### config.mk
export PLATFORM = sky130hd
export DESIGN_NAME = tone_i2s_tx_flat
export DESIGN_NICKNAME = d
export VERILOG_FILES = /design/src/rtl/tone_i2s_tx_pkg.sv /design/src/rtl/tone_i2s_tx_if.sv /design/src/rtl/tone_i2s_tx_fifo.sv /design/src/rtl/tone_i2s_tx.sv /design/src/flat_wrapper.sv
export SDC_FILE = /design/constraint.sdc
export NUM_CORES = 1
export LEC_CHECK = 0
export CAP_MARGIN = 20
export CORE_ASPECT_RATIO = 0.9
export CORE_UTILIZATION = 40
export DETAILED_ROUTE_END_ITERATION = 12
export PLACE_DENSITY = 0.62
export SYNTH_ARGS = -nofsm -noshare
export SYNTH_HDL_FRONTEND = slang
export SYNTH_SLANG_ARGS = --single-unit
### constraint.sdc
create_clock -name clk -period 7 [get_ports clk]
set_clock_uncertainty 0.1 [all_clocks]
set_input_delay 1.75 -clock clk [delete_from_list [all_inputs] [get_ports clk]]
set_output_delay 1.75 -clock clk [all_outputs]
set_load 0.1 [all_outputs]
### src/rtl/tone_i2s_tx_pkg.sv
// Shared constants and types for the tone-word I2S transmitter.
// A tone word carries the left sample in its upper half and the right sample in its lower half.
package tone_i2s_tx_pkg;

    localparam int SAMPLE_W   = 16;
    localparam int FRAME_BITS = 32;
    localparam int TONE_L_MSB = 31;
    localparam int TONE_R_MSB = 15;

    localparam int BIT_CNT_W = $clog2(FRAME_BITS);
    localparam logic [BIT_CNT_W-1:0] BIT_CNT_LAST     = BIT_CNT_W'(FRAME_BITS - 1);
    localparam logic [BIT_CNT_W-1:0] RIGHT_SLOT_FIRST = BIT_CNT_W'(FRAME_BITS / 2);

    typedef enum logic {
        SLOT_LEFT  = 1'b0,
        SLOT_RIGHT = 1'b1
    } i2s_slot_e;

    // LRCLK level for a given bit slot of the frame.
    function automatic i2s_slot_e slot_of(input logic [BIT_CNT_W-1:0] bit_cnt);
        return (bit_cnt >= RIGHT_SLOT_FIRST) ? SLOT_RIGHT : SLOT_LEFT;
    endfunction

endpackage

### src/rtl/tone_i2s_tx_if.sv
// Write-side bus between the processor's tone output port and the transmitter FIFO.
// The master drives ld_fifo/tone; the slave reports occupancy and overflow.
interface tone_i2s_tx_if #(
    parameter int DEPTH = 16
) ();

    logic                     ld_fifo;
    logic [31:0]              tone;
    logic                     fifo_full;
    logic                     fifo_empty;
    logic [$clog2(DEPTH):0]   fifo_count;
    logic                     overflow;

    modport master (
        output ld_fifo, tone,
        input  fifo_full, fifo_empty, fifo_count, overflow
    );

    modport slave (
        input  ld_fifo, tone,
        output fifo_full, fifo_empty, fifo_count, overflow
    );

endinterface

### src/rtl/tone_i2s_tx_fifo.sv
// Synchronous FIFO for tone words; full/empty are registered from the next occupancy.
// Full and empty gate push/pop using the pre-cycle state, so a write into a full FIFO is dropped even if a pop happens the same cycle.
module tone_fifo #(
    parameter  int DEPTH = 16,
    parameter  int WIDTH = 32,
    localparam int PTR_W = $clog2(DEPTH),
    localparam int CNT_W = PTR_W + 1
) (
    input  logic             clk,
    input  logic             reset,
    input  logic             push_req,
    input  logic [WIDTH-1:0] push_data,
    input  logic             pop_req,
    output logic [WIDTH-1:0] head,
    output logic             pop_ok,
    output logic             full,
    output logic             empty,
    output logic [CNT_W-1:0] count,
    output logic             overflow
);

    logic [WIDTH-1:0] mem_q [DEPTH];
    logic [PTR_W-1:0] wr_ptr_q, wr_ptr_d;
    logic [PTR_W-1:0] rd_ptr_q, rd_ptr_d;
    logic [CNT_W-1:0] count_q, count_d;
    logic             full_q, full_d;
    logic             empty_q, empty_d;
    logic             overflow_q, overflow_d;
    logic             push;
    logic             pop;

    always_comb begin
        push       = push_req && !full_q;
        pop        = pop_req && !empty_q;
        wr_ptr_d   = push ? wr_ptr_q + PTR_W'(1) : wr_ptr_q;
        rd_ptr_d   = pop ? rd_ptr_q + PTR_W'(1) : rd_ptr_q;
        count_d    = count_q + CNT_W'(push) - CNT_W'(pop);
        full_d     = (count_d == CNT_W'(DEPTH));
        empty_d    = (count_d == '0);
        overflow_d = push_req && full_q;
    end

    always_ff @(posedge clk) begin
        if (reset) begin
            wr_ptr_q   <= '0;
            rd_ptr_q   <= '0;
            count_q    <= '0;
            full_q     <= 1'b0;
            empty_q    <= 1'b1;
            overflow_q <= 1'b0;
        end else begin
            wr_ptr_q   <= wr_ptr_d;
            rd_ptr_q   <= rd_ptr_d;
            count_q    <= count_d;
            full_q     <= full_d;
            empty_q    <= empty_d;
            overflow_q <= overflow_d;
        end
    end

    // Storage needs no reset; the pointers and count define what is valid.
    always_ff @(posedge clk) begin
        if (!reset && push) begin
            mem_q[wr_ptr_q] <= push_data;
        end
    end

    assign head     = mem_q[rd_ptr_q];
    assign pop_ok   = pop;
    assign full     = full_q;
    assign empty    = empty_q;
    assign count    = count_q;
    assign overflow = overflow_q;

endmodule

### src/rtl/tone_i2s_tx.sv
// Tone-word FIFO consumer that serialises one {left,right} word per frame as I2S.
// BCLK/LRCLK are divided from clk; data changes on BCLK falling edges with the standard one-bit delay.
module tone_i2s_tx
    import tone_i2s_tx_pkg::*;
#(
    parameter int DEPTH    = 16,
    parameter int BCLK_DIV = 8
) (
    input  logic           clk,
    input  logic           reset,
    input  logic           run,
    tone_i2s_tx_if.slave   wr,
    output logic           underrun,
    output logic           i2s_bclk,
    output logic           i2s_lrclk,
    output logic           i2s_dout
);

    localparam int DIV_W = (BCLK_DIV > 1) ? $clog2(BCLK_DIV) : 1;
    localparam logic [DIV_W-1:0] DIV_LAST = DIV_W'(BCLK_DIV - 1);

    logic [DIV_W-1:0]      div_cnt_q, div_cnt_d;
    logic                  bclk_q, bclk_d;
    logic [BIT_CNT_W-1:0]  bit_cnt_q, bit_cnt_d;
    logic                  lrclk_q, lrclk_d;
    logic [FRAME_BITS-1:0] shift_q, shift_d;
    logic                  dout_q, dout_d;
    logic                  underrun_q, underrun_d;

    logic                  div_tick;
    logic                  bclk_fall;
    logic                  frame_start;
    logic                  pop_req;
    logic                  pop_ok;
    logic [FRAME_BITS-1:0] head;

    tone_fifo #(
        .DEPTH (DEPTH),
        .WIDTH (FRAME_BITS)
    ) u_fifo (
        .clk       (clk),
        .reset     (reset),
        .push_req  (wr.ld_fifo),
        .push_data (wr.tone),
        .pop_req   (pop_req),
        .head      (head),
        .pop_ok    (pop_ok),
        .full      (wr.fifo_full),
        .empty     (wr.fifo_empty),
        .count     (wr.fifo_count),
        .overflow  (wr.overflow)
    );

    always_comb begin
        div_tick    = (div_cnt_q == DIV_LAST);
        bclk_fall   = div_tick && bclk_q;
        frame_start = bclk_fall && (bit_cnt_q == BIT_CNT_LAST);
        pop_req     = frame_start && run;
    end

    always_comb begin
        div_cnt_d  = div_tick ? '0 : div_cnt_q + DIV_W'(1);
        bclk_d     = div_tick ? ~bclk_q : bclk_q;
        bit_cnt_d  = bit_cnt_q;
        lrclk_d    = lrclk_q;
        shift_d    = shift_q;
        dout_d     = dout_q;
        underrun_d = 1'b0;

        // Everything in the serial path advances only on BCLK falling edges.
        if (bclk_fall) begin
            bit_cnt_d = bit_cnt_q + BIT_CNT_W'(1);
            lrclk_d   = slot_of(bit_cnt_d);
            dout_d    = shift_q[FRAME_BITS-1];
            if (frame_start) begin
                if (pop_ok) begin
                    shift_d = {head[TONE_L_MSB -: SAMPLE_W], head[TONE_R_MSB -: SAMPLE_W]};
                end else begin
                    shift_d    = '0;
                    underrun_d = pop_req;
                end
            end else begin
                shift_d = {shift_q[FRAME_BITS-2:0], 1'b0};
            end
        end
    end

    always_ff @(posedge clk) begin
        if (reset) begin
            div_cnt_q  <= '0;
            bclk_q     <= 1'b0;
            bit_cnt_q  <= BIT_CNT_LAST;
            lrclk_q    <= SLOT_RIGHT;
            shift_q    <= '0;
            dout_q     <= 1'b0;
            underrun_q <= 1'b0;
        end else begin
            div_cnt_q  <= div_cnt_d;
            bclk_q     <= bclk_d;
            bit_cnt_q  <= bit_cnt_d;
            lrclk_q    <= lrclk_d;
            shift_q    <= shift_d;
            dout_q     <= dout_d;
            underrun_q <= underrun_d;
        end
    end

    assign underrun  = underrun_q;
    assign i2s_bclk  = bclk_q;
    assign i2s_lrclk = lrclk_q;
    assign i2s_dout  = dout_q;

endmodule

### src/flat_wrapper.sv
// flat-port wrapper written by rule: the top's interface ports become plain ports
module tone_i2s_tx_flat import tone_i2s_tx_pkg::*;
#(
    parameter int DEPTH    = 16,
    parameter int BCLK_DIV = 8
)
  (clk, reset, run, underrun, i2s_bclk, i2s_lrclk, i2s_dout, wr_ld_fifo, wr_tone, wr_fifo_full, wr_fifo_empty, wr_fifo_count, wr_overflow);
  tone_i2s_tx_if #(.DEPTH(DEPTH)) wr_i ();
  input  logic clk;
  input  logic reset;
  input  logic run;
  output logic underrun;
  output logic i2s_bclk;
  output logic i2s_lrclk;
  output logic i2s_dout;
  input wire logic [$bits(wr_i.ld_fifo)-1:0] wr_ld_fifo;
  input wire logic [$bits(wr_i.tone)-1:0] wr_tone;
  output wire logic [$bits(wr_i.fifo_full)-1:0] wr_fifo_full;
  output wire logic [$bits(wr_i.fifo_empty)-1:0] wr_fifo_empty;
  output wire logic [$bits(wr_i.fifo_count)-1:0] wr_fifo_count;
  output wire logic [$bits(wr_i.overflow)-1:0] wr_overflow;
  assign wr_i.ld_fifo = wr_ld_fifo;
  assign wr_i.tone = wr_tone;
  assign wr_fifo_full = wr_i.fifo_full;
  assign wr_fifo_empty = wr_i.fifo_empty;
  assign wr_fifo_count = wr_i.fifo_count;
  assign wr_overflow = wr_i.overflow;
  tone_i2s_tx #(.DEPTH(DEPTH), .BCLK_DIV(BCLK_DIV)) u_core (.clk(clk), .reset(reset), .run(run), .wr(wr_i), .underrun(underrun), .i2s_bclk(i2s_bclk), .i2s_lrclk(i2s_lrclk), .i2s_dout(i2s_dout));
endmodule
# == Yosys cells after proc, flatten, opt, wreduce, memory -nomap -nowiden ==
# Memory sizes are Yosys's and may differ from the RTL's. A register that Yosys moved wholly into a read port is not among the register bits.
# Index checks and enable logic that the tools add are counted.
# classes
shifts,0
mul,0
eq_ne,3
order_cmp,1
div,0
addsub,6
n_mux,7
bitwise_logic,3
reduce_logical,13
# ops
op,n
32-bit two-way mux,2
5-bit == test (second input constant),2
4-bit by 1-bit adder with 4-bit output (second input constant),2
4-bit two-way mux,2
1-bit logical AND,7
5-bit by 1-bit adder with 5-bit output,1
5-bit by 1-bit adder with 5-bit output (second input constant),1
5-bit >= comparator (second input constant),1
5-bit zero test,1
5-bit by 1-bit subtractor with 5-bit output,1
4-bit OR reduction,1
3-bit by 1-bit adder with 3-bit output (second input constant),1
3-bit == test (second input constant),1
1-bit zero test,3
1-bit two-way mux,3
1-bit NOT,3
2-bit OR reduction,1
# totals
in_bits,36
latchBits,0
rom_bits,0
register_bits,60
mem_bits_rw,512
mem_count,1
wordCells,47
output_inout_bits,12
# memory_table
name,words,word_bits,read_ports,rd_ports_with_merged_regs,write_ports,line,source
u_core.u_fifo.mem_q,16,32,1,1,1,tone_i2s_tx_fifo.sv:22,logic [WIDTH-1:0] mem_q [DEPTH];

# == Longest topological paths before layout ==
# logic_depth
depth_word,7
mapped_depth,13
ltp_nobuf,13

# == Modules after synthesis ==
# A second synthesis with hierarchy kept.
# unflattened
hier_cells,1120
hier_area_um2,21917.3
# by_module_without_submodules
mod,instances,area_per_inst_um2,cells_each
tone_fifo,1,20048.0,898
tone_i2s_tx,1,1869.3,222

# == Worst setup path after synthesis ==
# Ideal clock, no wire load.
# synth_timing
kind,input -> register
startpoint,input port reset
endpoint,"memory u_core.u_fifo.mem_q[11][0], enable pin"
slack_ns,2.689
n_path_buf,1
setup_time_ns,0.421
arrival_time_ns,3.790
t_required_ns,6.479
cell_stages,3
cell_sequence,clkbuf_1 > or3b_2 > nor2_1
# synth_via
elab_chain_len,4
# synth_lines
item,line,source
"start, declared",flat_wrapper.sv:10,input logic reset;
1-bit zero test,tone_i2s_tx_fifo.sv:63,if (!reset && push) begin
1-bit logical AND,tone_i2s_tx_fifo.sv:63,
1-bit two-way mux,tone_i2s_tx_fifo.sv:63,
1-bit two-way mux (not written as such),tone_i2s_tx_fifo.sv:64,mem_q[wr_ptr_q] <= push_data;
"end, declared",tone_i2s_tx_fifo.sv:22,
# Every way passes these cells.

# == Worst setup path in the final report ==
# layout_timing
startpoint,input port wr_ld_fifo
endpoint,"register u_core.u_fifo.full_q, in the netlist u_core.u_fifo.full"
# layout_via
elab_chain_len,4
# layout_lines
item,line,source
"start, declared",flat_wrapper.sv:16,input wire logic [$bits(wr_i.ld_fifo)-1:0] wr_ld_fifo;
1-bit logical AND,tone_i2s_tx_fifo.sv:33,push = push_req && !full_q;
5-bit by 1-bit adder with 5-bit output,tone_i2s_tx_fifo.sv:37,count_d = count_q + CNT_W'(push) - CNT_W'(pop);
5-bit by 1-bit subtractor with 5-bit output,tone_i2s_tx_fifo.sv:37,
5-bit == test,tone_i2s_tx_fifo.sv:38,full_d = (count_d == CNT_W'(DEPTH));
"end signal, assigned",tone_i2s_tx_fifo.sv:55,full_q <= full_d;
"end, declared",tone_i2s_tx_fifo.sv:26,"logic full_q, full_d;"
# Every way passes these cells.
# A chain may end at the register's enable or synchronous reset.

==> impl_metrics.yaml <==
critical_path:
  worstPathMaxFanout: 9
  crit_type: "input pin to flop"
  arrival_ns: 4.70
  crit_path_end_kind: "flop"
  cp-start-kind: "input pin"
  required_ns: 7.39
drt:
  dr.pass1.iters: 5
  post_drt_wl_per_cell_um: 23.20
  drt-initial-drc-count: 1022
  drt.antenna.violating_nets: 0
  routed_wl_um: 50940
  drc_errors: 0
  viasPerCell: 5.423
  num_vias: 11910
placement:
  place_congestion: 0.8237
  io_buffers: 47
  dp.cells: 2093
  pre_cts_ws_ns: 2.123
  hpwl_um: 29330
clock_network:
  cts_resized: 0
  cts-htree-levels: 2
  clkTransAtPathRegs_ns: 0.06
  clkSinkCount: 575
  clk_latency_ns: 0.59
  cts_buffers: 55
  cts-hold-fix-buffers: 0
  cts_setup_buffers: 0
  cts_root_buf: "clkbuf_16"
  clock_path_buffers: 3
  cts_tree: "yes"
cells_and_area:
  ff_latch_area_um2: 16640
  num-fill-cells: 4725
  multi_input_area_um2: 5439
  syn2layout_area_growth_pct: 14.69
  stdcell_count: 2196
  nets: 1446
  drive_gt1_frac: 0.1049
  diodes: 0
floorplan:
  core_um2: 55710
  die_y_um: 227.3
  die_w_um: 252.3
  row_count: 82
  die-area_um2: 57340
  ios: 48
  start_util: 0.4048
yosys:
  synthesis.nets: 1396
  synth_area_leader_cell: "edfxtp_1"
  ys_top_cells_by_area: "edfxtp_1, mux2i_1, dfxtp_1"
  synthCells: 1345
  yosys_most_used_dff: "edfxtp_1"
  ys_seq_area_frac: 0.7376
  yosysMostFrequentCell: "edfxtp_1"
  yosysWarningCount: 0
  async_flop_share: 0
  synth_common_cells: "edfxtp_1, mux2i_1, a22oi_1, dfxtp_1, inv_1"
  synth-edff-count: 512
  synth_cell_type_count: 45
  syn_avg_cell_area_um2: 16.77
  ys_ff_latch: 575
  synth_area_um2: 22550
  synth_top_area_frac: 0.6817
power_and_ir_drop:
  p_leak_uw: 0.007555
  internal_power_uw: 5665
  finalPower_uw: 7269
  power_switching_uw: 1605
  clock_power_share: 0.402
  switching_share: 0.2207
  combinationalPowerShare: 0.068
  peakVddDrop_v: 0.0002059
  p_seq_frac: 0.530
  power_density_nw_per_um2: 281.1
timing:
  clock.fmax_ghz: 0.2318
  layout_min_cycle_time_ns: 4.315
  setup_tns_ns: 0
  fin_hold_ws_ns: 0.3370
  fin_crit_sh: 0.6164
  max_slew_margin: 0.2680
  tightest_slew_ns: 1.094
  setup_viol: 0
  rsz0062_at_grt: "no"
  hold_violations: 0
  setup_ws_ns: 2.685
  maxSlewViolCount: 0
run:
  drv_cap: 0
status:
  status: "completed"
grt:
  grt_antenna_before_repair: 0
  groute.usage.overall: 0.1801
  grt_max_degree: 92
  grt_pass1_wl_um: 76250
  grt-ovfl-total: 0
  grt_pass1_vias: 12040
min_path:
  hp-class: "flop to flop"
## registers in the layout, summed over array words and instances, names as in the netlist, 3 cells and up, named ones only
signal,cells
u_core.u_fifo.count,5
u_core.u_fifo.mem_q,512
u_core.u_fifo.rd_ptr_q,4
u_core.bit_cnt_q,4
u_core.shift_q,32
u_core.u_fifo.wr_ptr_q,4
u_core.div_cnt_q,3
## per-stage QoR
step / utilization / cell area, um2
after global placement: 0.4269 / 23780
final: 0.4643 / 25860
after CTS: 0.4639 / 25840
after floorplan: - / 22550
after detailed placement: 0.4319 / 24060
after global routing: 0.4643 / 25860
## metal layers
metal | up-vias | global-route usage | share of wire
li1 | 5391 | - | -
met1 | 6101 | 0.2558 | 0.46
met2 | 337 | 0.2825 | 0.46
met3 | 81 | 0.03259 | 0.054
met4 | 0 | 0.05494 | 0.022
met5 | - | 0 | 0
## cell type report
type,count,share of cell area
flip-flops and latches,575,0.6433
multi-input cells,649,0.2103
clock buffers,78,0.06042
well taps,756,0.03657
repair buffers,75,0.03522
clock inverters,24,0.008514
inverters,39,0.005660
## worst paths after layout
| path | cells past startpoint | from | endpoint | slack, ns |
|---|---|---|---|---|
| hold / removal | 1 | u_core.div_cnt_q[0] | u_core.div_cnt_q[0] | 0.34 |
| hold reg to reg | 1 | u_core.div_cnt_q[0] | u_core.div_cnt_q[0] | 0.34 |
| setup / recovery | 11 | wr_ld_fifo | u_core.u_fifo.full | 2.69 |
| setup reg to reg | 13 | u_core.bit_cnt_q[0] | u_core.u_fifo.full | 3.70 |
## critical path: stages
cell and delay (ns):
clkdlybuf4s50_1 0.47, nor2b_1 0.61, inv_1 0.11, ha_1 0.31, inv_1 0.04, ha_1 0.20
fa_1 0.45, a21o_1 0.18, a21oi_1 0.18, xnor2_1 0.13, nor4b_1 0.27
## cell usage in the layout, fill, tap and decap left out, types with 9 or more instances in the layout
cell type and instances:
clkinv_2 9, a221oi_2 14, a31oi_1 31, nor2_4 17, buf_4 14, a21o_1 18, nor2_1 16, clkbuf_1 13
mux2i_1 256, a22oi_1 126, clkbuf_16 55, ha_1 14, clkdlybuf4s50_1 46, o21ai_0 32, nand2_1 14, dfxtp_1 62
edfxtp_1 512, nand3_1 32, clkbuf_8 10, a21oi_1 24, inv_1 39
## cells by family after synthesis
| family | Yosys count | synth area share |
|---|---|---|
| adders and majority gates | 15 | 0.008655 |
| xor gates and xnor gates | 14 | 0.005437 |
| DFF | 575 | 0.7376 |
| buffers and inverters | 121 | 0.02807 |
| and+or+nand+nor | 113 | 0.02608 |
| muxes | 256 | 0.1136 |
| AOI/OAI and AO/OA | 251 | 0.08050 |
## power by group through the flow
| stage | registers (uW) | logic, uW | clock network (uW) |
|---|---|---|---|
| 6_report | 3850 | 493 | 2920 |
| 5_1_grt | 3860 | 529 | 3120 |
| 4_1_cts | 3850 | 494 | 2980 |
| 3_5_place_dp | 3930 | 491 | 0 |
| 3_3_place_gp | 3930 | 469 | 0 |
| 2_1_floorplan | 4040 | 178 | 0 |
Note: power is estimated with default switching activity, not from simulation.
